### src/rtl/if_pkg.sv
// Shared types and defaults for the instruction fetch stage.
// Latency: n/a (types and constants only).
// Backpressure: n/a.
package if_pkg;

  localparam int unsigned      XLEN         = 32;
  localparam logic [XLEN-1:0]  RESET_PC_DEF = 32'h0000_0000;
  localparam int unsigned      PC_STEP_DEF  = 4;
  localparam int unsigned      FETCH_DEPTH  = 2;

  // S_DROP: a request issued before a redirect is still in flight; its data is stale
  typedef enum logic {
    S_REQ  = 1'b0,
    S_DROP = 1'b1
  } if_state_t;

  typedef struct packed {
    logic [XLEN-1:0] instr;
    logic [XLEN-1:0] pc;
  } fetch_entry_t;

endpackage

### src/rtl/fetch_fifo.sv
// Small FIFO holding fetched {instruction, pc} pairs; head is presented directly.
// Latency: an entry pushed on cycle t is visible at the head on cycle t+1.
// Backpressure: caller must not push when full unless popping the same cycle; flush wins.
module fetch_fifo #(
  parameter  int unsigned N     = 32,
  parameter  int unsigned DEPTH = 2,
  localparam int unsigned AW    = (DEPTH > 1) ? $clog2(DEPTH) : 1,
  localparam int unsigned CW    = $clog2(DEPTH + 1)
) (
  input  logic          clk,
  input  logic          rst_n,
  input  logic          push,
  input  logic          pop,
  input  logic          flush,
  input  logic [N-1:0]  push_instr,
  input  logic [N-1:0]  push_pc,
  output logic [N-1:0]  head_instr,
  output logic [N-1:0]  head_pc,
  output logic          full,
  output logic          empty,
  output logic [CW-1:0] count
);

  logic [N-1:0]  instr_mem [DEPTH];
  logic [N-1:0]  pc_mem    [DEPTH];
  logic [AW-1:0] rd_ptr;
  logic [AW-1:0] wr_ptr;
  logic          do_push;
  logic          do_pop;

  function automatic logic [AW-1:0] ptr_inc(input logic [AW-1:0] p);
    return (p == AW'(DEPTH - 1)) ? '0 : p + AW'(1);
  endfunction

  assign full       = (count == CW'(DEPTH));
  assign empty      = (count == '0);
  assign do_pop     = pop && !empty;
  assign do_push    = push && (!full || do_pop);
  assign head_instr = instr_mem[rd_ptr];
  assign head_pc    = pc_mem[rd_ptr];

  // Pointer and occupancy tracking; flush empties the queue in one cycle
  always_ff @(posedge clk or negedge rst_n) begin
    if (!rst_n) begin
      rd_ptr <= '0;
      wr_ptr <= '0;
      count  <= '0;
    end else if (flush) begin
      rd_ptr <= '0;
      wr_ptr <= '0;
      count  <= '0;
    end else begin
      if (do_push) wr_ptr <= ptr_inc(wr_ptr);
      if (do_pop)  rd_ptr <= ptr_inc(rd_ptr);
      count <= count + CW'(do_push) - CW'(do_pop);
    end
  end

  // Entry storage; cleared on reset so the head reads zero until the first fetch
  always_ff @(posedge clk or negedge rst_n) begin
    if (!rst_n) begin
      for (int i = 0; i < int'(DEPTH); i++) begin
        instr_mem[i] <= '0;
        pc_mem[i]    <= '0;
      end
    end else if (do_push && !flush) begin
      instr_mem[wr_ptr] <= push_instr;
      pc_mem[wr_ptr]    <= push_pc;
    end
  end

  a_no_overflow: assert property (@(posedge clk) disable iff (!rst_n) !(push && full && !pop));

endmodule

### src/rtl/if_stage.sv
// Instruction fetch: owns the PC, fetches over req/ack, buffers up to two words for decode.
// Latency: word acked in cycle t is presented on cycle t+1; redirect target no earlier than t+2.
// Backpressure: stall holds the head; new requests stop once the buffer would be full.
module if_stage import if_pkg::*; #(
  parameter int unsigned   N        = XLEN,
  parameter logic [N-1:0]  RESET_PC = RESET_PC_DEF,
  parameter int unsigned   PC_STEP  = PC_STEP_DEF
) (
  input  logic         clk,
  input  logic         reset,
  input  logic         stall,
  input  logic         redirect,
  input  logic [N-1:0] redirect_pc,
  output logic         imem_req,
  output logic [N-1:0] imem_addr,
  input  logic         imem_ack,
  input  logic [N-1:0] imem_rdata,
  output logic [N-1:0] instruction,
  output logic [N-1:0] pc_out,
  output logic         valid
);

  localparam int unsigned CW = $clog2(FETCH_DEPTH + 1);

  if_state_t     state;
  if_state_t     state_nxt;
  logic [N-1:0]  pc;
  logic [N-1:0]  pc_nxt;
  logic [N-1:0]  req_addr;
  logic          req_q;
  logic          req_nxt;
  logic          issue;
  logic          push;
  logic          pop;
  logic          fifo_full;
  logic          fifo_empty;
  logic [CW-1:0] fifo_count;
  logic [CW-1:0] count_after;
  logic [N-1:0]  head_instr;
  logic [N-1:0]  head_pc;

  assign imem_req    = req_q;
  assign imem_addr   = req_addr;
  assign valid       = !fifo_empty;
  assign instruction = head_instr;
  assign pc_out      = head_pc;
  assign pop         = valid && !stall;
  // Only a response to a request of the current stream is kept, and never alongside a redirect
  assign push        = req_q && imem_ack && (state == S_REQ) && !redirect;

  // Next PC, FSM transition, and whether a new request starts at this edge
  always_comb begin
    state_nxt   = state;
    pc_nxt      = pc;
    req_nxt     = req_q;
    count_after = fifo_count;
    issue       = 1'b0;

    if (redirect)  pc_nxt = redirect_pc;
    else if (push) pc_nxt = pc + N'(PC_STEP);

    case (state)
      S_REQ:   if (redirect && req_q && !imem_ack) state_nxt = S_DROP;
      S_DROP:  if (req_q && imem_ack)              state_nxt = S_REQ;
      default:                                     state_nxt = S_REQ;
    endcase

    if (redirect) count_after = '0;
    else          count_after = fifo_count + CW'(push) - CW'(pop);

    if (req_q && imem_ack) req_nxt = 1'b0;
    // A new request needs the bus free and a buffer slot guaranteed for its response
    issue = (!req_q || imem_ack) && (count_after < CW'(FETCH_DEPTH));
    if (issue) req_nxt = 1'b1;
  end

  // PC, request and FSM state registers
  always_ff @(posedge clk or negedge reset) begin
    if (!reset) begin
      state    <= S_REQ;
      pc       <= RESET_PC;
      req_addr <= RESET_PC;
      req_q    <= 1'b0;
    end else begin
      state <= state_nxt;
      pc    <= pc_nxt;
      req_q <= req_nxt;
      if (issue) req_addr <= pc_nxt;
    end
  end

  fetch_fifo #(
    .N     (N),
    .DEPTH (FETCH_DEPTH)
  ) u_fifo (
    .clk        (clk),
    .rst_n      (reset),
    .push       (push),
    .pop        (pop),
    .flush      (redirect),
    .push_instr (imem_rdata),
    .push_pc    (req_addr),
    .head_instr (head_instr),
    .head_pc    (head_pc),
    .full       (fifo_full),
    .empty      (fifo_empty),
    .count      (fifo_count)
  );

  a_gated_push: assert property (@(posedge clk) disable iff (!reset) !(push && fifo_full));

endmodule

### config.mk
export PLATFORM = sky130hd
export DESIGN_NAME = if_stage
export DESIGN_NICKNAME = d
export VERILOG_FILES = /design/src/rtl/if_pkg.sv /design/src/rtl/fetch_fifo.sv /design/src/rtl/if_stage.sv
export SDC_FILE = /design/constraint.sdc
export NUM_CORES = 1
export LEC_CHECK = 0
export CAP_MARGIN = 20
export CORE_ASPECT_RATIO = 1.5
export CORE_MARGIN = 4
export CORE_UTILIZATION = 54
export CTS_BUF_LIST = sky130_fd_sc_hd__clkbuf_2 sky130_fd_sc_hd__clkbuf_4 sky130_fd_sc_hd__clkbuf_8
export DETAILED_ROUTE_END_ITERATION = 6
export PLACE_DENSITY_LB_ADDON = 0.15
export SETUP_SLACK_MARGIN = 0.4
export SLEW_MARGIN = 40
export SYNTH_ARGS = -nofsm -noshare
export SYNTH_HDL_FRONTEND = slang
export SYNTH_SLANG_ARGS = --single-unit
### constraint.sdc
create_clock -name clk -period 2.85 [get_ports clk]
set_input_delay 0.285 -clock clk [delete_from_list [all_inputs] [get_ports clk]]
set_output_delay 0.285 -clock clk [all_outputs]
set_load 0.005 [all_outputs]
==> tab_implementation.tex <==
\begin{tabular}{lr}
\hline
Metric & Value \\
\hline
\multicolumn{2}{l}{\textbf{Outcome}} \\
Run status & complete, no violations \\
\multicolumn{2}{l}{\textbf{Critical path}} \\
Worst path buffer plus inverter count & 1 \\
Maximum fanout along the worst path & 11 \\
CP cell instances & or2\_4 -> nor2b\_1 -> ha\_1 -> nor3b\_2 -> xor2\_1 -> o21a\_2 -> buf\_8 -> mux2\_2 \\
Crit Path Class & reg -> reg \\
Delay of the slowest critical-path stage & $\sim$0.4 ns \\
Kind of cell adding the most delay to the critical path & simple AND/OR/NAND/NOR gates \\
Worst R2R Start & u\_fifo.count[1]\$\_DFF\_PN0\_ \\
Type of destination of the critical path & flop \\
Required arrival time at the worst endpoint & $\sim$3.2 ns \\
Launch point of the critical path & u\_fifo.count[1]\$\_DFF\_PN0\_ \\
Arrival @ worst endpoint & 2.71 ns \\
Startpoint Class & flop \\
Critical-path top delay cell & dfrtp\_1 \\
\multicolumn{2}{l}{\textbf{Job}} \\
Reported max-cap violation count & 0 \\
\multicolumn{2}{l}{\textbf{Floorplanning}} \\
Die Wd & approximately 110 um \\
Io pins & around 170 \\
Starting density of the core & 55.3\% \\
Standard cell core area & $\sim$16000 um\^{}2 \\
Number of rows created at floorplan & 57 \\
Die area & 18900 um\^{}2 \\
Vertical extent of the die & about 170 um \\
\multicolumn{2}{l}{\textbf{Clock tree}} \\
Number of buffers created by CTS & 17 \\
Skew-Pair Late Insertion Delay & about 0.46 ns \\
Buffer depth of the longest clock path & 2 \\
Clock-pin slew on the worst setup and hold paths & $\sim$0.11 ns \\
TritonCTS clock tree & yes \\
CTS root buffer & clkbuf\_8 \\
CTS sink cnt & around 200 \\
Number of levels the H-tree was split into & 4 \\
\multicolumn{2}{l}{\textbf{Global route}} \\
GR Overflow Total & 0 \\
GRT Util Overall & between 20\% and 30\% \\
Antenna violations before repair & 0 \\
Pin count of the biggest net entering global routing & 88 \\
Vias in the first global route & 6721 \\
First-pass GRT wire length & roughly 34 mm \\
\multicolumn{2}{l}{\textbf{Cells and area}} \\
Share of the core filled with cells & a little over two thirds \\
Proportion of layout cells with a drive suffix above 1 & a little over a quarter \\
Filler cells & about 1200 \\
Synth-to-layout area growth & 26.9\% \\
Antenna cells & 0 \\
Final nets & 937 \\
\multicolumn{2}{l}{\textbf{Timing}} \\
Final worst path period need & between 2 and 2.5 ns \\
Worst slew margin & about half \\
Hold violation total from the final report & 0 \\
Fin Setup TNS & 0 ns \\
Max-slew violation total from the final report & 0 \\
Timing-limited maximum frequency & between 0.4 and 0.5 GHz \\
Slew of the pin with the lowest slew margin & between 0.7 and 0.8 ns \\
RSZ-0062 raised after global routing & false \\
Layout Skew & approximately 0.02 ns \\
Final setup violating endpoints & 0 \\
Ratio of final minimum period to clock period & 83.0\% \\
\multicolumn{2}{l}{\textbf{Synth}} \\
Number of flops mapped to enable cells by yosys & 0 \\
Yosys synthesis warning count & 0 \\
Most common library cells after synthesis & dfrtp\_1, mux2\_2, nand2\_1 \\
Cell accounting for the most synthesized area & dfrtp\_1 \\
Number of nets in the synthesized netlist & roughly 770 \\
Area share of the largest cell type after synthesis & a little over half \\
Mean instance size in the synthesized netlist & between 10 and 15 um\^{}2 \\
Post-synthesis share of cell area spent on full adders, half adders and majority gates & less than 1\% \\
Count of unique library cells instantiated by Yosys & 52 \\
Proportion of register bits with asynchronous set or reset after synthesis & 100\% \\
Top cells by area in the synthesized netlist & dfrtp\_1, mux2\_2, mux2\_1, xor2\_1, nand2\_1 \\
Combinational family with the most area after synthesis & multiplexers \\
Total of flip-flops plus latches after synthesis & 198 \\
Simple-Gate Fraction of Synth Area & 8.73\% \\
Post-synthesis xor/xnor area fraction & under 10\% \\
Post-synthesis cell area & between 9000 and 10000 um\^{}2 \\
Mux cell area share after synthesis & roughly a quarter \\
Count leader, synth & dfrtp\_1 \\
Sequential share of the synthesized area & 54.8\% \\
Post-Syn Instances & 692 \\
Share of the synthesized area in compound gates (AO/OA/AOI/OAI) & under 10\% \\
Flip-flop cell with the highest count after synthesis & dfrtp\_1 \\
\multicolumn{2}{l}{\textbf{Drt}} \\
WL per Instance & a little under 20 um \\
Via total after detailed routing & 6153 \\
Via/cell ratio & between 5 and 6 \\
Post-Route WL & approximately 21 mm \\
\# DRC & 0 \\
Count of TritonRoute iterations in the first routing pass & 4 \\
Iteration-0 DRC count of the detailed router & between 300 and 400 \\
Remaining number of nets flagged by the antenna check after routing & 0 \\
\multicolumn{2}{l}{\textbf{Placed design}} \\
Buffers added on ports & roughly 170 \\
Final weighted congestion in routability-driven placement & between 0.8 and 0.9 \\
Half-perimeter wire length of the detailed placement result & around 15 mm \\
\multicolumn{2}{l}{\textbf{Power}} \\
Max rail drop VDD & $\sim$0.63 mV \\
Leakage component of the power & 4.86 nW \\
P per Cell Area & between 1000 and 1500 nW/um\^{}2 \\
\multicolumn{2}{l}{\textbf{Hold path}} \\
Critical hold path startpoint & redirect \\
Kind of path behind the tightest hold check & in -> reg \\
\hline
\end{tabular}
-- placed cells by master, fill, tap and decap left out, types with 5 or more instances in the layout --
master           count
clkbuf_8            19
inv_6                6
buf_4               16
xor2_1              23
mux2_2             158
nor2_1              25
a21oi_1             16
nand4_1              8
dfrtp_1            197
o21ai_0             14
a22oi_1              5
nand2_1             49
clkdlybuf4s50_1    164
buf_12               6
o21ai_1              5
mux2_1              49
nand3_1             21
xnor2_1              7
o211ai_1             9
-- routing by layer --
metal  share of wire (%)  wire length, um  GRT usage (%)  vias up
li1                    -                -              -     2814
met1                  40             8260           27.4     3136
met2                  54            11300           40.7      179
met3                 4.7              990           4.36       24
met4                 1.7              350           6.12        0
met5                   0                0              0        -
-- cell families (layout without fill, tap and decap cells) --
kind of cell,count (synthesis),count (layout)
mux,211,211
xor+xnor,31,31
fa+ha+maj,4,4
simple gates,145,145
compound gates,60,60
buf+inv,43,228
flops,198,198
-- state kept, by name, summed over array words and instances, names as in the netlist --
signal	cells
u_fifo.instr_mem	64
u_fifo.pc_mem	64
imem_addr	32
pc	32
u_fifo.count	2
imem_req	1
state	1
u_fifo.rd_ptr	1
u_fifo.wr_ptr	1
-- path summary, 6_finish.rpt --
check	slack [ns]	depth (start not counted)	endpoint
worst max register to register	0.48	8	imem_addr[1]$_DFFE_PN0P_
worst max-delay path	0.48	8	imem_addr[1]$_DFFE_PN0P_
worst min register to register	0.49	1	u_fifo.pc_mem[34]$_DFFE_PN0P_
max in group asynchronous	1.64	3	u_fifo.instr_mem[61]$_DFFE_PN0P_
worst min-delay path	0.31	3	pc[10]$_DFF_PN0_
min in group asynchronous	0.42	2	u_fifo.instr_mem[36]$_DFFE_PN0P_
-- worst min-delay path: stages --
cell and delay, ns:
buf_2 0.24, nand2_1 0.11, o21ai_0 0.09
-- metrics by stage --
step | power (mW) | instance area (um^2) | worst slack (ns) | hold slack (ns) | std cells
after floorplan | 7.16 | 9030 | 0.460 | -0.0106 | 692
after global placement | 9.58 | 11000 | 0.337 | 0.367 | 1045
after detailed placement | 9.84 | 11000 | 0.238 | 0.373 | 1045
after CTS | 11.7 | 11400 | 0.396 | 0.276 | 1080
after global routing | 12.4 | 11500 | 0.406 | 0.309 | 1083
final | 11.6 | 11500 | 0.484 | 0.314 | 1083
-- power breakdown --
group	internal [mW]	switching, mW
clock network	0.673	1.07
logic	3.32	1.79
registers	4.01	0.777
-- timing repair --
item                                   in CTS  in global routing
setup buffers                               2                  2
pin swaps                                   1                  4
resized for setup                           3                  8
hold buffers                                1                  0
endpoints found under the hold margin      85                  0
setup endpoints to repair                  25                 26
gates cloned                                0                  1
-- area by class of cell --
| class | instances | area, um^2 | area share [%] |
|---|---|---|---|
| Timing Repair Buffer | 192 | 1960 | 17.1 |
| Clock inverter | 14 | 131 | 1.15 |
| Sequential cell | 198 | 4960 | 43.2 |
| Tap cell | 206 | 258 | 2.25 |
| Inverter | 4 | 15.0 | 0.131 |
| Clock buffer | 18 | 248 | 2.16 |
| Multi-Input combinational cell | 451 | 3890 | 34.0 |
Note: power is estimated with default switching activity, not from simulation.
